## src/rtl/a78_game_loader.sv

```systemverilog
// Purpose: stream an .a78 image from the SD byte source into PSRAM, with the image's last byte placed at $FFFF.
// Latency: a payload byte is pushed on its strobe cycle; a PSRAM write request starts one cycle after the FIFO head is available.
// Backpressure: one PSRAM write is in flight at a time; the SD side is never stalled, so a push into a full FIFO raises error.
module a78_game_loader #(
  parameter int HEADER_BYTES  = 128,
  parameter int MAX_ROM_BYTES = 49152,
  parameter int MAX_SECTORS   = 97,
  parameter int FIFO_DEPTH    = 8
) (
  input  logic        clk_i,
  input  logic        reset_i,
  input  logic        start_i,
  input  logic [31:0] start_sector_i,
  input  logic        sd_ready_i,
  output logic        sd_rd_o,
  output logic [31:0] sd_address_o,
  input  logic [7:0]  sd_dout_i,
  input  logic        sd_byte_available_i,
  output logic        psram_write_req_o,
  output logic [21:0] psram_addr_o,
  output logic [7:0]  psram_wdata_o,
  input  logic        psram_busy_i,
  output logic        loader_busy_o,
  output logic        game_loaded_o,
  output logic        error_o
);

  localparam int PW = $clog2(FIFO_DEPTH);
  localparam int CW = $clog2(FIFO_DEPTH) + 1;
  localparam int SW = $clog2(MAX_SECTORS + 1);
  localparam logic [16:0]   HDR_OFF  = 17'(HEADER_BYTES);
  localparam logic [31:0]   MAX_SIZE = 32'(MAX_ROM_BYTES);
  localparam logic [SW-1:0] LAST_SEC = SW'(MAX_SECTORS - 1);
  localparam logic [CW-1:0] FULL_CNT = CW'(FIFO_DEPTH);

  typedef enum logic [2:0] {
    S_IDLE, S_WAIT_RDY, S_ISSUE, S_RECV, S_DRAIN, S_DONE, S_ERROR
  } state_t;

  state_t        state_q, state_d;
  logic [31:0]   start_sec_q, start_sec_d;
  logic [SW-1:0] sector_idx_q, sector_idx_d;
  logic [16:0]   offset_q, offset_d;
  logic [16:0]   written_q, written_d;
  logic [31:0]   rom_size_q, rom_size_d;
  logic          hdr_bad_q, hdr_bad_d;
  logic          busy_q, busy_d;
  logic          loaded_q, loaded_d;
  logic          err_q, err_d;

  logic          avail_prev_q;
  logic          byte_stb;
  logic          busy_s1_q, busy_s2_q;
  logic [7:0]    sig_byte;
  logic          size_ok;
  logic          push, flush, fail;
  logic [15:0]   push_addr;

  logic [23:0]   fifo_mem_q [FIFO_DEPTH];
  logic [PW-1:0] wr_ptr_q, rd_ptr_q;
  logic [CW-1:0] count_q;
  logic          fifo_full, fifo_empty;
  logic          req_q, inflight_q;
  logic [15:0]   addr_q;
  logic [7:0]    wdata_q;
  logic          issue, pop;

  assign byte_stb   = sd_byte_available_i & ~avail_prev_q;
  assign size_ok    = (rom_size_q != 32'd0) && (rom_size_q <= MAX_SIZE);
  // The base is 0x10000 - size, which wraps cleanly in 16 bits for any accepted size.
  assign push_addr  = (16'h0000 - rom_size_q[15:0]) + written_q[15:0];
  assign fifo_full  = (count_q == FULL_CNT);
  assign fifo_empty = (count_q == '0);
  assign issue      = ~req_q & ~inflight_q & ~fifo_empty & ~flush;
  assign pop        = req_q & busy_s2_q & ~flush;

  // Expected signature character at header offsets 1..9 ("ATARI7800").
  always_comb begin
    sig_byte = 8'h00;
    case (offset_q[3:0])
      4'd1: sig_byte = "A";
      4'd2: sig_byte = "T";
      4'd3: sig_byte = "A";
      4'd4: sig_byte = "R";
      4'd5: sig_byte = "I";
      4'd6: sig_byte = "7";
      4'd7: sig_byte = "8";
      4'd8: sig_byte = "0";
      4'd9: sig_byte = "0";
      default: sig_byte = 8'h00;
    endcase
  end

  // Loader FSM: sector requests, header parsing, payload placement and completion.
  always_comb begin
    state_d      = state_q;
    start_sec_d  = start_sec_q;
    sector_idx_d = sector_idx_q;
    offset_d     = offset_q;
    written_d    = written_q;
    rom_size_d   = rom_size_q;
    hdr_bad_d    = hdr_bad_q;
    busy_d       = busy_q;
    loaded_d     = loaded_q;
    err_d        = err_q;
    push         = 1'b0;
    flush        = 1'b0;
    fail         = 1'b0;
    case (state_q)
      S_IDLE: begin
        if (start_i) begin
          state_d      = S_WAIT_RDY;
          start_sec_d  = start_sector_i;
          sector_idx_d = '0;
          offset_d     = '0;
          written_d    = '0;
          rom_size_d   = '0;
          hdr_bad_d    = 1'b0;
          busy_d       = 1'b1;
          loaded_d     = 1'b0;
          err_d        = 1'b0;
        end
      end
      S_WAIT_RDY: begin
        if (sd_ready_i) state_d = S_ISSUE;
      end
      S_ISSUE: begin
        if (!sd_ready_i) state_d = S_RECV;
      end
      S_RECV: begin
        if (byte_stb) begin
          offset_d = offset_q + 17'd1;
          if (offset_q >= 17'd1 && offset_q <= 17'd9 && sd_dout_i != sig_byte)
            hdr_bad_d = 1'b1;
          if (offset_q >= 17'd49 && offset_q <= 17'd52)
            rom_size_d = {rom_size_q[23:0], sd_dout_i};
          if (offset_q == HDR_OFF && !size_ok) begin
            fail = 1'b1;
          end else if (offset_q >= HDR_OFF && !hdr_bad_q && written_q < rom_size_q[16:0]) begin
            if (fifo_full) begin
              fail = 1'b1;
            end else begin
              push      = 1'b1;
              written_d = written_q + 17'd1;
            end
          end
          // A bad signature is only acted on once the whole sector has been consumed.
          if (!fail && offset_q[8:0] == 9'h1FF) begin
            if (hdr_bad_d) begin
              fail = 1'b1;
            end else if (written_d == rom_size_q[16:0]) begin
              state_d = S_DRAIN;
            end else if (sector_idx_q == LAST_SEC) begin
              fail = 1'b1;
            end else begin
              sector_idx_d = sector_idx_q + SW'(1);
              state_d      = S_WAIT_RDY;
            end
          end
          if (fail) state_d = S_ERROR;
        end
      end
      S_DRAIN: begin
        if (fifo_empty && !req_q && !inflight_q) state_d = S_DONE;
      end
      S_DONE: begin
        loaded_d = 1'b1;
        busy_d   = 1'b0;
        state_d  = S_IDLE;
      end
      S_ERROR: begin
        err_d    = 1'b1;
        loaded_d = 1'b0;
        busy_d   = 1'b0;
        flush    = 1'b1;
        state_d  = S_IDLE;
      end
      default: state_d = S_IDLE;
    endcase
  end

  // FSM and loader bookkeeping registers.
  always_ff @(posedge clk_i or posedge reset_i) begin
    if (reset_i) begin
      state_q      <= S_IDLE;
      start_sec_q  <= '0;
      sector_idx_q <= '0;
      offset_q     <= '0;
      written_q    <= '0;
      rom_size_q   <= '0;
      hdr_bad_q    <= 1'b0;
      busy_q       <= 1'b0;
      loaded_q     <= 1'b0;
      err_q        <= 1'b0;
      avail_prev_q <= 1'b0;
    end else begin
      state_q      <= state_d;
      start_sec_q  <= start_sec_d;
      sector_idx_q <= sector_idx_d;
      offset_q     <= offset_d;
      written_q    <= written_d;
      rom_size_q   <= rom_size_d;
      hdr_bad_q    <= hdr_bad_d;
      busy_q       <= busy_d;
      loaded_q     <= loaded_d;
      err_q        <= err_d;
      avail_prev_q <= sd_byte_available_i;
    end
  end

  // Two-flop synchronizer for the PSRAM busy flag from the fast domain.
  always_ff @(posedge clk_i or posedge reset_i) begin
    if (reset_i) begin
      busy_s1_q <= 1'b0;
      busy_s2_q <= 1'b0;
    end else begin
      busy_s1_q <= psram_busy_i;
      busy_s2_q <= busy_s1_q;
    end
  end

  // FIFO storage: {16-bit Atari address, data byte}.
  always_ff @(posedge clk_i) begin
    if (push) fifo_mem_q[wr_ptr_q] <= {push_addr, sd_dout_i};
  end

  // FIFO pointers and occupancy; an error empties the FIFO.
  always_ff @(posedge clk_i or posedge reset_i) begin
    if (reset_i) begin
      wr_ptr_q <= '0;
      rd_ptr_q <= '0;
      count_q  <= '0;
    end else if (flush) begin
      wr_ptr_q <= '0;
      rd_ptr_q <= '0;
      count_q  <= '0;
    end else begin
      if (push) wr_ptr_q <= wr_ptr_q + PW'(1);
      if (pop)  rd_ptr_q <= rd_ptr_q + PW'(1);
      count_q <= count_q + CW'(push) - CW'(pop);
    end
  end

  // PSRAM writer: present the head, drop the request once busy is seen, wait for busy to clear.
  always_ff @(posedge clk_i or posedge reset_i) begin
    if (reset_i) begin
      req_q      <= 1'b0;
      inflight_q <= 1'b0;
      addr_q     <= '0;
      wdata_q    <= '0;
    end else begin
      if (flush) begin
        req_q <= 1'b0;
      end else if (issue) begin
        req_q   <= 1'b1;
        addr_q  <= fifo_mem_q[rd_ptr_q][23:8];
        wdata_q <= fifo_mem_q[rd_ptr_q][7:0];
      end else if (pop) begin
        req_q <= 1'b0;
      end
      if (pop) inflight_q <= 1'b1;
      else if (inflight_q && !busy_s2_q) inflight_q <= 1'b0;
    end
  end

  assign sd_rd_o           = (state_q == S_ISSUE);
  assign sd_address_o      = start_sec_q + 32'(sector_idx_q);
  assign psram_write_req_o = req_q;
  assign psram_addr_o      = {6'b0, addr_q};
  assign psram_wdata_o     = wdata_q;
  assign loader_busy_o     = busy_q;
  assign game_loaded_o     = loaded_q;
  assign error_o           = err_q;

endmodule

```

## config.mk

```make
export PLATFORM = sky130hd
export DESIGN_NAME = a78_game_loader
export DESIGN_NICKNAME = d
export VERILOG_FILES = /design/src/rtl/a78_game_loader.sv
export SDC_FILE = /design/constraint.sdc
export NUM_CORES = 1
export LEC_CHECK = 0
export CAP_MARGIN = 40
export CORE_AREA = 2 2 205 207
export DETAILED_ROUTE_END_ITERATION = 10
export DIE_AREA = 0 0 207 209
export SETUP_SLACK_MARGIN = 0.5
export SYNTH_ARGS = -nofsm -noshare
export SYNTH_HDL_FRONTEND = slang
export SYNTH_SLANG_ARGS = --single-unit
```

## constraint.sdc

```tcl
create_clock -name clk_i -period 11.4 [get_ports clk_i]
set_clock_uncertainty 0.2 [all_clocks]
set_input_delay 2.28 -clock clk_i [delete_from_list [all_inputs] [get_ports clk_i]]
set_output_delay 2.28 -clock clk_i [all_outputs]
set_load 0.01 [all_outputs]
```

## Word-level counts from Yosys, hierarchy flattened

Memories as Yosys holds them, arrays and structs flattened. A register that Yosys moved wholly into a read port is not among the register bits.
Cells that the tools add are included.

- Add/sub/neg operators: 10
- $lt $le $gt $ge: 7
- Equal/unequal tests: 25
- Muxes and demuxes: 71
- Bitwise logic cells: 11
- Reductions and logical operators: 38

Operator list:

| operator | count |
|---|---|
| 2-to-1 mux 17 bit | 8 |
| 2-to-1 mux 32 bit | 3 |
| case mux 17 bit (2 select lines) | 2 |
| case mux 32 bit (2 select lines) | 1 |
| 2-to-1 mux 3 bit | 14 |
| 2-to-1 mux 7 bit | 6 |
| adder 17 x 1 -> 17 bit (second input constant) | 2 |
| adder 32 x 7 -> 32 bit | 1 |
| <= comparator 32 x 16 -> 1 bit (second input constant) | 1 |
| nonzero test 32 bit | 1 |
| 2-to-1 mux 1 bit | 30 |
| inequality test 2 bit (second input constant) | 10 |
| == test 17 bit | 1 |
| == test 17 x 8 -> 1 bit (second input constant) | 1 |
| greater-or-equal comparator 17 x 1 -> 1 bit (second input constant) | 1 |
| greater-or-equal comparator 17 x 6 -> 1 bit (second input constant) | 1 |
| greater-or-equal comparator 17 x 8 -> 1 bit (second input constant) | 1 |
| <= comparator 17 x 4 -> 1 bit (second input constant) | 1 |
| <= comparator 17 x 6 -> 1 bit (second input constant) | 1 |
| less-than comparator 17 bit | 1 |
| adder 16 bit | 1 |
| subtractor 1 x 16 -> 16 bit (first input constant) | 1 |
| case mux 3 bit (5 select lines) | 1 |
| case mux 7 bit (2 select lines) | 1 |
| other kinds (30) | 71 |

- Register bits: 127
- RAM bits: 192
- Memory bits (read-only): 112
- Output and inout bits: 67
- Memories kept: 2

Memories:

| name | depth | bits a word | rd ports | clocked after Yosys merged registers in | write ports | line | RTL |
|---|---|---|---|---|---|---|---|
| fifo_mem_q | 8 | 24 | 1 | 1 | 1 | 59 | `logic [23:0] fifo_mem_q [FIFO_DEPTH];` |
| (name not given) | 16 | 7 | 1 | 0 | 0 | 80 | `case (offset_q[3:0])` |

## Logic depth before layout (Yosys ltp)

Gate-level depths: netlist of the first run.

- Depth in word-level cells: 16
- Depth in mapped cells: 16
- Gate-level depth less buffers: 14

## Worst setup path after synthesis of the first run

OpenSTA, ideal clock, no wires.

- Kind: input to register
- From: in sd_byte_available_i
- To: mem fifo_mem_q[0][0] (enable)
- Data arrival time: 5021 ps
- Required time: 10765 ps
- Setup slack: 5744 ps
- Stages on the path: 6
- Buffers on the path: 1
- Cells stage by stage: nor2b_1 -> and2_1 -> clkbuf_1 -> nand2_1 -> or2_2 -> nor3_1

- Word-level cells in the longest chain between the ends: 5

RTL lines:

| item | line | RTL |
|---|---|---|
| start, declared | 18 | `input logic sd_byte_available_i,` |
| bitwise AND 1 bit | 68 | `assign byte_stb = sd_byte_available_i & ~avail_prev_q;` |
| 2-to-1 mux 1 bit | 131 | `if (byte_stb) begin` |
| 2-to-1 mux 1 bit | 109 | `case (state_q)` |
| 2-to-1 mux 1 bit | 224 | `if (push) fifo_mem_q[wr_ptr_q] <= {push_addr, sd_dout_i};` |
| 2-to-1 mux 1 bit (implied by the code) | 224 |  |
| end, declared | 59 |  |

No other way between the ends.

## Final worst setup path of the first run

- From: reg sector_idx_q[0]
- To: out sd_address_o[30]

- Word-level cells in the longest chain between the ends: 1

RTL lines:

| item | line | RTL |
|---|---|---|
| start, declared | 42 | `logic [SW-1:0] sector_idx_q, sector_idx_d;` |
| start signal, assigned | 199 | `sector_idx_q <= sector_idx_d;` |
| adder 32 x 7 -> 32 bit | 267 | `assign sd_address_o = start_sec_q + 32'(sector_idx_q);` |
| end, declared | 16 | `output logic [31:0] sd_address_o,` |

No other way between the ends.

==> metrics.csv, run 1 <==
stage;metric;value;unit
power_and_ir_drop;Sw Share;35.2;%
floorplanning;cell row count;75;
yosys;largest area contributor in the netlist;edfxtp_1;
job;max-cap viol count;0;
drt;1st-iter DRT viols;635;
cells_and_area;share of layout cells above drive strength 1;10.8;%
global_routing;Total GRT Usage;17.7;%
cells_and_area;Layout Nets;1535;
clock_tree;clock root cell;clkbuf_16;
global_routing;grt total ovfl;0;
worst_setup_path;CP Capture Type;primary output;
worst_setup_path;CP max stage delay;0.54;ns
power_and_ir_drop;switching pwr;0.00171;W
clock_tree;clk_lat worst skew;0.55;ns
timing;setup TNS;0;ns
global_routing;largest net degree at the start of global routing;92;
clock_tree;clock slew at reported path FFs;0.06;ns
timing;final hold vios;0;
drt;Pre-Repair DR Iteration Count;5;
timing;setup violators final;0;
yosys;unique cell type count in the Yosys netlist;72;
yosys;Synth Register Bits;343;
floorplanning;Core ar.;41300;µm²
yosys;Synth Flop Type;edfxtp_1;
worst_setup_path;critical-path cell list;ha_1 -> inv_1 -> fa_1 -> nor2b_1 -> o21ai_0 -> a21boi_0 -> o21a_1 -> o21ai_0 -> a211oi_1 -> nand3_1 -> nor2_1 -> nand4_1 -> xnor2_1 -> clkdlybuf4s50_1;
power_and_ir_drop;Leak;7.47;nW
clock_tree;CTS H-tree lvls;2;
floorplanning;Initial Utilization;39.4;%
global_routing;first-pass GRT wire length;60.7;mm
yosys;synth top area cells;edfxtp_1 35%, dfrtp_1 23%, mux4_2 6.6%;
yosys;sequential area share after synthesis;58.6;%
clock_tree;CTS tree;built;
floorplanning;IO Count;113;
timing;FMAX;149;MHz
timing;Rel. slew slack;43.5;%
timing;crit path time final;6.71;ns
yosys;Post-synth EDFFs;192;
cells_and_area;n_diodes;0;
yosys;Cells after Synth;1335;
timing;RSZ-0062 raised after global routing;no;
clock_tree;cts hold-fix bufs;0;
yosys;Async SR Flop Fraction;44.0;%
outcome;outcome;finished clean;
timing;Pins Over Slew Limit;0;
power_and_ir_drop;Power Internal;0.00315;W
power_and_ir_drop;power per cell area;251;nW/µm²
yosys;Cell Area, Synth;16300;µm²
place;final HPWL from detailed placement;25.4;mm
global_routing;vias in the first global route;10900;
clock_tree;# resized after CTS;0;
clock_tree;clock buffer depth;3;
power_and_ir_drop;power share of the sequential group;38.1;%
drt;Routed Antenna Nets;0;
power_and_ir_drop;VDD IR-drop max;120;µV
worst_setup_path;Slowest-stage cell, CP;clkdlybuf4s50_1;
worst_setup_path;most used cell, CP;o21ai_0;
place;GPL Wtd Cong;0.871;
floorplanning;die height;209;µm
yosys;post-synth top area share;35.4;%
global_routing;initial antenna violation count;1;
yosys;leading cell type by number of instances after synthesis;nand2_1;
worst_setup_path;Worst Path Required;8.92;ns
drt;Total Wirelength;37.9;mm
floorplanning;Die W;207;µm
drt;DRC viols;0;
timing;final worst path period share;58.8;%
timing;Slew @ Worst Pin;0.842;ns
clock_tree;total CTS buffers;38;
cells_and_area;Fill cells;3708;
clock_tree;clock sink count;343;
clock_tree;post-CTS setup buffer count;0;
worst_hold_path;HP Class;reg2reg;
yosys;Mapped Avg Cell Area;12.2;µm²
floorplanning;Die ar.;43300;µm²
drt;WL per Instance;18.8;µm
drt;vias per cell;5.34;
worst_setup_path;WP data arrival;4.23;ns
worst_setup_path;Worst Path Max Fanout;5;
worst_setup_path;Setup CP Type;reg2out;
worst_setup_path;CP startpoint kind;flop;
drt;Vias;10800;
place;IO buf count;106;
cells_and_area;Layout area overhead;18.6;%
power_and_ir_drop;Comb pwr share;37.0;%
power_and_ir_drop;PnR Total Power;0.00485;W
power_and_ir_drop;clock power share;24.8;%
yosys;top post-synthesis cells by count;204 x nand2_1, 192 x edfxtp_1, 151 x dfrtp_1, 79 x nor2_1, 78 x o21ai_0;
yosys;Synth warnings;0;
[layer usage]
layer  up-vias  global-route usage, %  part of all wire, %
met2       235                   29.1                   48
met3        71                   3.07                  4.4
met1      5347                   23.6                   45
met5         -                      0                    0
li1       5102                      -                    -
met4         0                   6.35                  2.9
[registers in the layout, indices dropped and copies added, names as in the netlist, 3 cells and up]
name and count:
state_q 3, rom_size_q 32, rd_ptr_q 3, wr_ptr_q 3, offset_q 17, count_q 4
fifo_mem_q 192, written_q 17, psram_wdata_o 8, sector_idx_q 7, start_sec_q 32, addr_q 16
[final timing paths]
kind,startpoint,slack [ns],end,cells after the start
setup reg to reg,rom_size_q[1],6.32,fifo_mem_q[7][20],13
max in group asynchronous,reset_i,7.97,rd_ptr_q[1],5
setup / recovery,sector_idx_q[0],4.69,sd_address_o[30],14
hold / removal,busy_s1_q,0.27,busy_s2_q,0
hold reg to reg,busy_s1_q,0.27,busy_s2_q,0
min in group asynchronous,reset_i,1.78,start_sec_q[29],2
[cell type report]
type | count | area [µm²] | area share (%)
Tap cell | 539 | 674 | 3.49
Inverter | 52 | 200 | 1.04
Clock buffer | 54 | 1090 | 5.66
Clock inverter | 16 | 145 | 0.752
Sequential cell | 343 | 9550 | 49.4
Timing Repair Buffer | 129 | 1320 | 6.83
Multi-Input combinational cell | 881 | 6330 | 32.8
[cell families after synthesis]
group / synth area share (%)
AO/OA/AOI/OAI: 9.08
XOR/XNOR: 4.63
adder cells (fa/ha/maj): 3.52
buffers and inverters: 2.96
flip-flops: 58.6
multiplexers: 8.42
other: 0.0230
AND/OR/NAND/NOR: 12.8
[power groups by stage]
stage / Sequential, W / Clock (W) / Combinational [W]
floorplan: 0.00182 / 0 / 0.00118
global placement: 0.00187 / 0 / 0.00176
detailed placement: 0.00187 / 0 / 0.00181
CTS: 0.00185 / 0.00123 / 0.00182
global route: 0.00187 / 0.00129 / 0.00199
finish: 0.00185 / 0.00120 / 0.00180
[critical path, delay by kind of cell, from the launching register on]
| kind | cells | cell delay, ns |
|---|---|---|
| compound gates | 5 | 1.11 |
| simple gates | 4 | 0.80 |
| fa+ha+maj | 2 | 0.59 |
| buf+inv | 2 | 0.60 |
| xor+xnor | 1 | 0.14 |
| flops | 1 | 0.43 |
[cells in the final DEF, fill, tap and decap left out, types with 5 or more instances in the layout]
master | synthesis | layout
inv_1 | 51 | 50
and3_1 | 15 | 15
a22o_1 | 33 | 33
edfxtp_1 | 192 | 192
nor2b_1 | 17 | 17
mux2i_1 | 29 | 29
or4_1 | 9 | 9
buf_4 | 6 | 18
nor2_2 | 0 | 6
nand4_1 | 17 | 17
clkbuf_1 | 47 | 10
nor4_1 | 13 | 13
clkdlybuf4s50_1 | 0 | 106
and2_1 | 7 | 7
a21oi_1 | 43 | 43
a31oi_1 | 11 | 11
nor3_1 | 16 | 13
a21o_1 | 6 | 6
a21boi_0 | 5 | 5
conb_1 | 1 | 6
clkbuf_16 | 0 | 40
o21ai_0 | 78 | 78
mux4_2 | 48 | 48
xnor2_1 | 40 | 40
nand2b_1 | 7 | 7
a211oi_1 | 8 | 8
dfrtp_1 | 151 | 149
xor2_1 | 46 | 46
ha_1 | 41 | 41
o31ai_1 | 11 | 11
clkinv_2 | 0 | 6
nand3_1 | 26 | 26
nor2_1 | 79 | 72
nand2_1 | 204 | 204
[per-stage QoR]
stage                     hold WS (ns)  utilization, %  area (µm²)  setup WS (ns)  instances
final                            0.270            46.8       19300           4.69       2014
after global routing             0.284            46.8       19300           4.19       2014
after floorplan                  0.131               -       16300           4.86       1340
after detailed placement         0.239            43.8       18100           5.24       1944
after CTS                        0.275            46.8       19300           4.66       2014
after global placement           0.233            43.5       17900           5.29       1939
No activity file was read; power rests on OpenSTA's default activity.
==> run 2, diff against run 1 <==
Clock period 11.4 ns to 5.6 ns, I/O delays scaled along.
==> metrics.csv, run 2 (same netlist as run 1, synthesis figures left out) <==
stage;metric;value;unit
global_routing;M2 GR Usage;28.4;%
job;max-cap viol count;0;
worst_setup_path;worst reg-to-reg path cell count;13;
timing;final hold slack;0.220;ns
floorplanning;Core ar.;41300;µm²
power_and_ir_drop;power per cell area;510;nW/µm²
timing;FMAX;204;MHz
drt;DRC viols;0;
cells_and_area;most frequent cells in the layout;204 x nand2_1, 192 x edfxtp_1, 149 x dfrtp_1, 97 x clkdlybuf4s50_1, 77 x o21ai_0;
floorplanning;Die ar.;43300;µm²
place;final HPWL from detailed placement;24.1;mm
timing;Rel. slew slack;42.4;%
power_and_ir_drop;PnR Total Power;0.00995;W
timing;Pins Over Slew Limit;0;
drt;Total Wirelength;37.5;mm
global_routing;gr busiest metal;met2;
clock_tree;clock buffer depth;3;
cells_and_area;Layout Nets;1549;
floorplanning;Initial Utilization;39.4;%
drt;Pre-Repair DR Iteration Count;5;
global_routing;M3 GR Usage;2.69;%
cells_and_area;max reg flops;192;
worst_setup_path;CP startpoint kind;flop;
outcome;outcome;finished clean;
place;GPL Wtd Cong;0.867;
worst_setup_path;FF-to-FF End;fifo_mem_q[5][5];
clock_tree;clock slew at reported path FFs;0.06;ns
clock_tree;total CTS buffers;39;
timing;final worst path period share;87.5;%
global_routing;Total GRT Usage;17.3;%
drt;1st-iter DRT viols;802;
clock_tree;clk_lat worst skew;0.55;ns
timing;setup TNS;0;ns
clock_tree;CTS H-tree lvls;2;
global_routing;initial antenna violation count;0;
global_routing;grt total ovfl;0;
worst_setup_path;crit path to;sd_address_o[31];
cells_and_area;commonest non-fill, non-tap cell in the layout;nand2_1;
cells_and_area;Top reg by flops;fifo_mem_q;
timing;RSZ-0062 raised after global routing;yes;
global_routing;first-pass GRT wire length;59.4;mm
clock_tree;clock sink count;343;
floorplanning;cell row count;75;
cells_and_area;share of layout cells above drive strength 1;12.0;%
worst_setup_path;Worst Path Required;4.28;ns
global_routing;met1 Use GR;23.7;%
worst_hold_path;HP Class;reg2reg;
drt;Routed Antenna Nets;0;
floorplanning;die height;209;µm
timing;setup violators final;0;
worst_setup_path;crit path from;sector_idx_q[2];
timing;final hold vios;0;
worst_setup_path;reg2reg setup slack;1.02;ns
place;IO buf count;106;
worst_setup_path;worst r2r src;rom_size_q[1];
global_routing;largest net degree at the start of global routing;152;
clock_tree;cts hold-fix bufs;0;
power_and_ir_drop;Leak;7.67;nW
cells_and_area;leading registers by flop count;fifo_mem_q x192, rom_size_q x32, start_sec_q x32;
clock_tree;clock root cell;clkbuf_16;
worst_setup_path;Setup CP Type;reg2out;
timing;Slew @ Worst Pin;0.864;ns
floorplanning;IO Count;113;
timing;crit path time final;4.90;ns
worst_setup_path;CP Capture Type;primary output;
drt;Vias;10800;
cells_and_area;Layout area overhead;19.7;%
floorplanning;Die W;207;µm
clock_tree;CTS tree;built;
cells_and_area;n_diodes;0;
power_and_ir_drop;VDD IR-drop max;234;µV
drt;WL per Instance;18.5;µm
worst_setup_path;Worst Path Max Fanout;7;
worst_setup_path;WP data arrival;3.58;ns
drt;vias per cell;5.33;
global_routing;vias in the first global route;10700;
[run 2: cell types whose count changed in the layout (fill, tap and decap cells not counted), sizes merged]
| cell | before | now |
|---|---|---|
| bufinv | 1 | 4 |
| inv | 53 | 51 |
| dlymetal6s2s | 0 | 9 |
| clkdlybuf4s50 | 106 | 97 |
| clkbuf | 54 | 53 |
| buf | 23 | 36 |
[run 2: how the worst min path moves through the flow]
stage,startpoint,to,slack [ns],depth (start not counted)
3_5_place_dp,busy_s1_q,busy_s2_q,0.18,0
4_1_cts,busy_s1_q,busy_s2_q,0.22,0
6_report,busy_s1_q,busy_s2_q,0.22,0
5_1_grt,busy_s1_q,busy_s2_q,0.23,0
2_1_floorplan,busy_s1_q,busy_s2_q,0.13,0
3_3_place_gp,busy_s1_q,busy_s2_q,0.21,0
[run 2: worst max-delay path, cell delays in order, from the launching register on]
cell	delay, ns
dfrtp_1	0.46
ha_1	0.36
a21oi_1	0.10
o21ai_0	0.17
a21oi_1	0.12
o21bai_1	0.20
a21oi_2	0.13
nor4_4	0.35
nand4_1	0.12
buf_4	0.17
nor2_1	0.13
xor2_1	0.16
clkdlybuf4s50_1	0.55
[run 2: repair_timing]
action                     CTS  global route
gates resized for setup      7            11
setup buffers                4             2
pin swaps                    4             3
setup endpoints to repair   13            14
[run 2: per-stage QoR]
| stage | setup slack [ns] | util, % | cells | instance area (µm²) |
|---|---|---|---|---|
| global route | 0.423 | 47.2 | 2027 | 19500 |
| floorplan | 0.610 | - | 1340 | 16300 |
| finish | 0.701 | 47.2 | 2027 | 19500 |
| CTS | 0.519 | 47.1 | 2025 | 19400 |
| global placement | 0.680 | 43.6 | 1947 | 18000 |
| detailed placement | 0.471 | 43.8 | 1951 | 18100 |
[run 2: routing by layer]
metal,wire (µm),vias up
li1,-,5132
met4,863,0
met3,1520,58
met5,0,-
met2,17900,260
met1,17300,5362
[run 2: final cells by class]
class / count / area [µm²]
flip-flops and latches: 343 / 9550
multi-input cells: 881 / 6360
clock buffers: 53 / 1080
inverters: 52 / 199
clock inverters: 17 / 235
repair buffers: 142 / 1400
fillers: 3698 / 21800
well taps: 539 / 674
[run 2: where the power goes]
group | switching (W) | internal [W] | total (W)
sequential | 0.000324 | 0.00343 | 0.00375
clock | 0.00103 | 0.00155 | 0.00258
combinational | 0.00208 | 0.00153 | 0.00361
total | 0.00344 | 0.00651 | 0.00995
==> run 3, diff against run 2 <==
Settings changed: SLEW_MARGIN set to 20.
==> metrics.csv, run 3 (same netlist as run 1, synthesis figures left out) <==
stage;metric;value;unit
worst_setup_path;Worst Path Max Fanout;4;
worst_setup_path;CP startpoint kind;flop;
clock_tree;CTS H-tree lvls;2;
timing;RSZ-0062 raised after global routing;yes;
timing;Pins Over Slew Limit;0;
drt;Total Wirelength;37.7;mm
clock_tree;total CTS buffers;39;
drt;Pre-Repair DR Iteration Count;5;
cells_and_area;Layout Nets;1551;
timing;final worst path period share;89.6;%
worst_setup_path;reg2reg setup slack;1.06;ns
global_routing;vias in the first global route;10700;
cells_and_area;leading registers by flop count;fifo_mem_q x192, rom_size_q x32, start_sec_q x32;
timing;crit path time final;5.02;ns
drt;Vias;10900;
floorplanning;Initial Utilization;39.4;%
place;pre-CTS WS;0.504;ns
power_and_ir_drop;VDD IR-drop max;268;µV
timing;setup TNS;0;ns
clock_tree;clock root cell;clkbuf_16;
clock_tree;clock sink count;343;
cells_and_area;Layout area overhead;19.5;%
worst_setup_path;worst r2r src;rom_size_q[1];
drt;Routed Antenna Nets;0;
cells_and_area;commonest non-fill, non-tap cell in the layout;nand2_1;
clock_tree;clock buffer depth;3;
worst_setup_path;FF-to-FF End;fifo_mem_q[5][8];
worst_setup_path;WP data arrival;3.70;ns
worst_hold_path;worst hold stages;0;
job;max-cap viol count;0;
timing;final hold slack;0.217;ns
timing;final hold vios;0;
cells_and_area;share of layout cells above drive strength 1;11.9;%
timing;FMAX;199;MHz
global_routing;first-pass GRT wire length;60.3;mm
place;IO buf count;106;
place;final HPWL from detailed placement;24.3;mm
floorplanning;Core ar.;41300;µm²
cells_and_area;max reg flops;192;
floorplanning;cell row count;75;
clock_tree;clk_lat worst skew;0.55;ns
clock_tree;cts hold-fix bufs;0;
cells_and_area;Top reg by flops;fifo_mem_q;
clock_tree;clock slew at reported path FFs;0.06;ns
floorplanning;IO Count;113;
worst_setup_path;crit path from;sector_idx_q[0];
drt;DRC viols;0;
worst_setup_path;Worst Path Required;4.28;ns
global_routing;grt total ovfl;0;
floorplanning;die height;209;µm
worst_hold_path;HP Class;reg2reg;
global_routing;largest net degree at the start of global routing;152;
worst_setup_path;crit path to;sd_address_o[30];
worst_setup_path;worst reg-to-reg path cell count;12;
global_routing;Total GRT Usage;17.6;%
drt;1st-iter DRT viols;753;
cells_and_area;most frequent cells in the layout;204 x nand2_1, 192 x edfxtp_1, 149 x dfrtp_1, 100 x clkdlybuf4s50_1, 77 x o21ai_0;
timing;Rel. slew slack;42.4;%
clock_tree;CTS tree;built;
timing;final setup margin;0.581;ns
drt;WL per Instance;18.6;µm
power_and_ir_drop;power per cell area;507;nW/µm²
floorplanning;Die ar.;43300;µm²
place;GPL Wtd Cong;0.867;
floorplanning;Die W;207;µm
timing;Slew @ Worst Pin;0.863;ns
timing;setup violators final;0;
drt;vias per cell;5.37;
cells_and_area;n_diodes;0;
outcome;outcome;finished clean;
worst_setup_path;Setup CP Type;reg2out;
worst_setup_path;CP Capture Type;primary output;
power_and_ir_drop;Leak;7.62;nW
cells_and_area;Fill cells;3718;
global_routing;initial antenna violation count;0;
-- run 3: changes by cell type in the layout (fill, tap and decap cells not counted), sizes merged --
cell / before / now
clkdlybuf4s50: 97 / 100
clkinv: 11 / 8
clkbuf: 53 / 60
buf: 36 / 38
bufinv: 4 / 1
clkinvlp: 3 / 2
dlymetal6s2s: 9 / 6
-- run 3: final cells by class --
| cell class | instances | area [µm²] | area share (%) |
|---|---|---|---|
| multi-input combinational | 881 | 6350 | 32.6 |
| clock buffer | 60 | 1180 | 6.05 |
| tap | 539 | 674 | 3.47 |
| clock inverter | 10 | 77.6 | 0.399 |
| inverter | 52 | 199 | 1.02 |
| timing repair buffer | 144 | 1430 | 7.37 |
| sequential | 343 | 9550 | 49.1 |
-- run 3: power breakdown --
part | switching [W] | internal, W | total [W]
registers | 0.000330 | 0.00343 | 0.00376
logic | 0.00208 | 0.00154 | 0.00362
clock network | 0.00100 | 0.00149 | 0.00249
total | 0.00341 | 0.00646 | 0.00987
-- run 3: worst min-delay path by stage --
stage | start | endpoint | slack, ns
2_1_floorplan | busy_s1_q | busy_s2_q | 0.13
3_3_place_gp | busy_s1_q | busy_s2_q | 0.21
3_5_place_dp | busy_s1_q | busy_s2_q | 0.18
4_1_cts | busy_s1_q | busy_s2_q | 0.21
5_1_grt | busy_s1_q | busy_s2_q | 0.23
6_report | busy_s1_q | busy_s2_q | 0.22
-- run 3: routing by layer --
| metal | GRT usage, % | routed length [µm] | vias up |
|---|---|---|---|
| met5 | 0 | 0 | - |
| met4 | 5.44 | 1020 | 0 |
| met3 | 3.16 | 1690 | 65 |
| met2 | 28.1 | 17800 | 281 |
| met1 | 24.5 | 17200 | 5424 |
| li1 | - | - | 5131 |
-- run 3: what timing repair did --
item | in CTS | in global routing
setup endpoints to repair | 13 | 14
pin swaps | 4 | 1
buffers inserted | 5 | 2
gates resized for setup | 7 | 7
-- run 3: critical path, cell delays in order (launching register included) --
cell	delay [ns]
dfrtp_1	0.36
ha_1	0.17
inv_1	0.05
fa_1	0.39
nor2b_1	0.11
o21ai_0	0.11
a21boi_1	0.23
o21a_1	0.17
o21ai_1	0.11
a211oi_2	0.29
nand3_2	0.18
nor2_4	0.15
nand4_1	0.12
xnor2_1	0.16
clkdlybuf4s50_1	0.56
-- run 3: through the flow --
| stage | utilization, % | power, W | area [µm²] | std cells |
|---|---|---|---|---|
| 6_report | 47.1 | 0.00987 | 19500 | 2029 |
| 3_5_place_dp | 43.9 | 0.00745 | 18100 | 1952 |
| 4_1_cts | 47.0 | 0.00999 | 19400 | 2027 |
| 5_1_grt | 47.1 | 0.0105 | 19500 | 2029 |
| 2_1_floorplan | - | 0.00611 | 16300 | 1340 |
| 3_3_place_gp | 43.6 | 0.00729 | 18000 | 1947 |
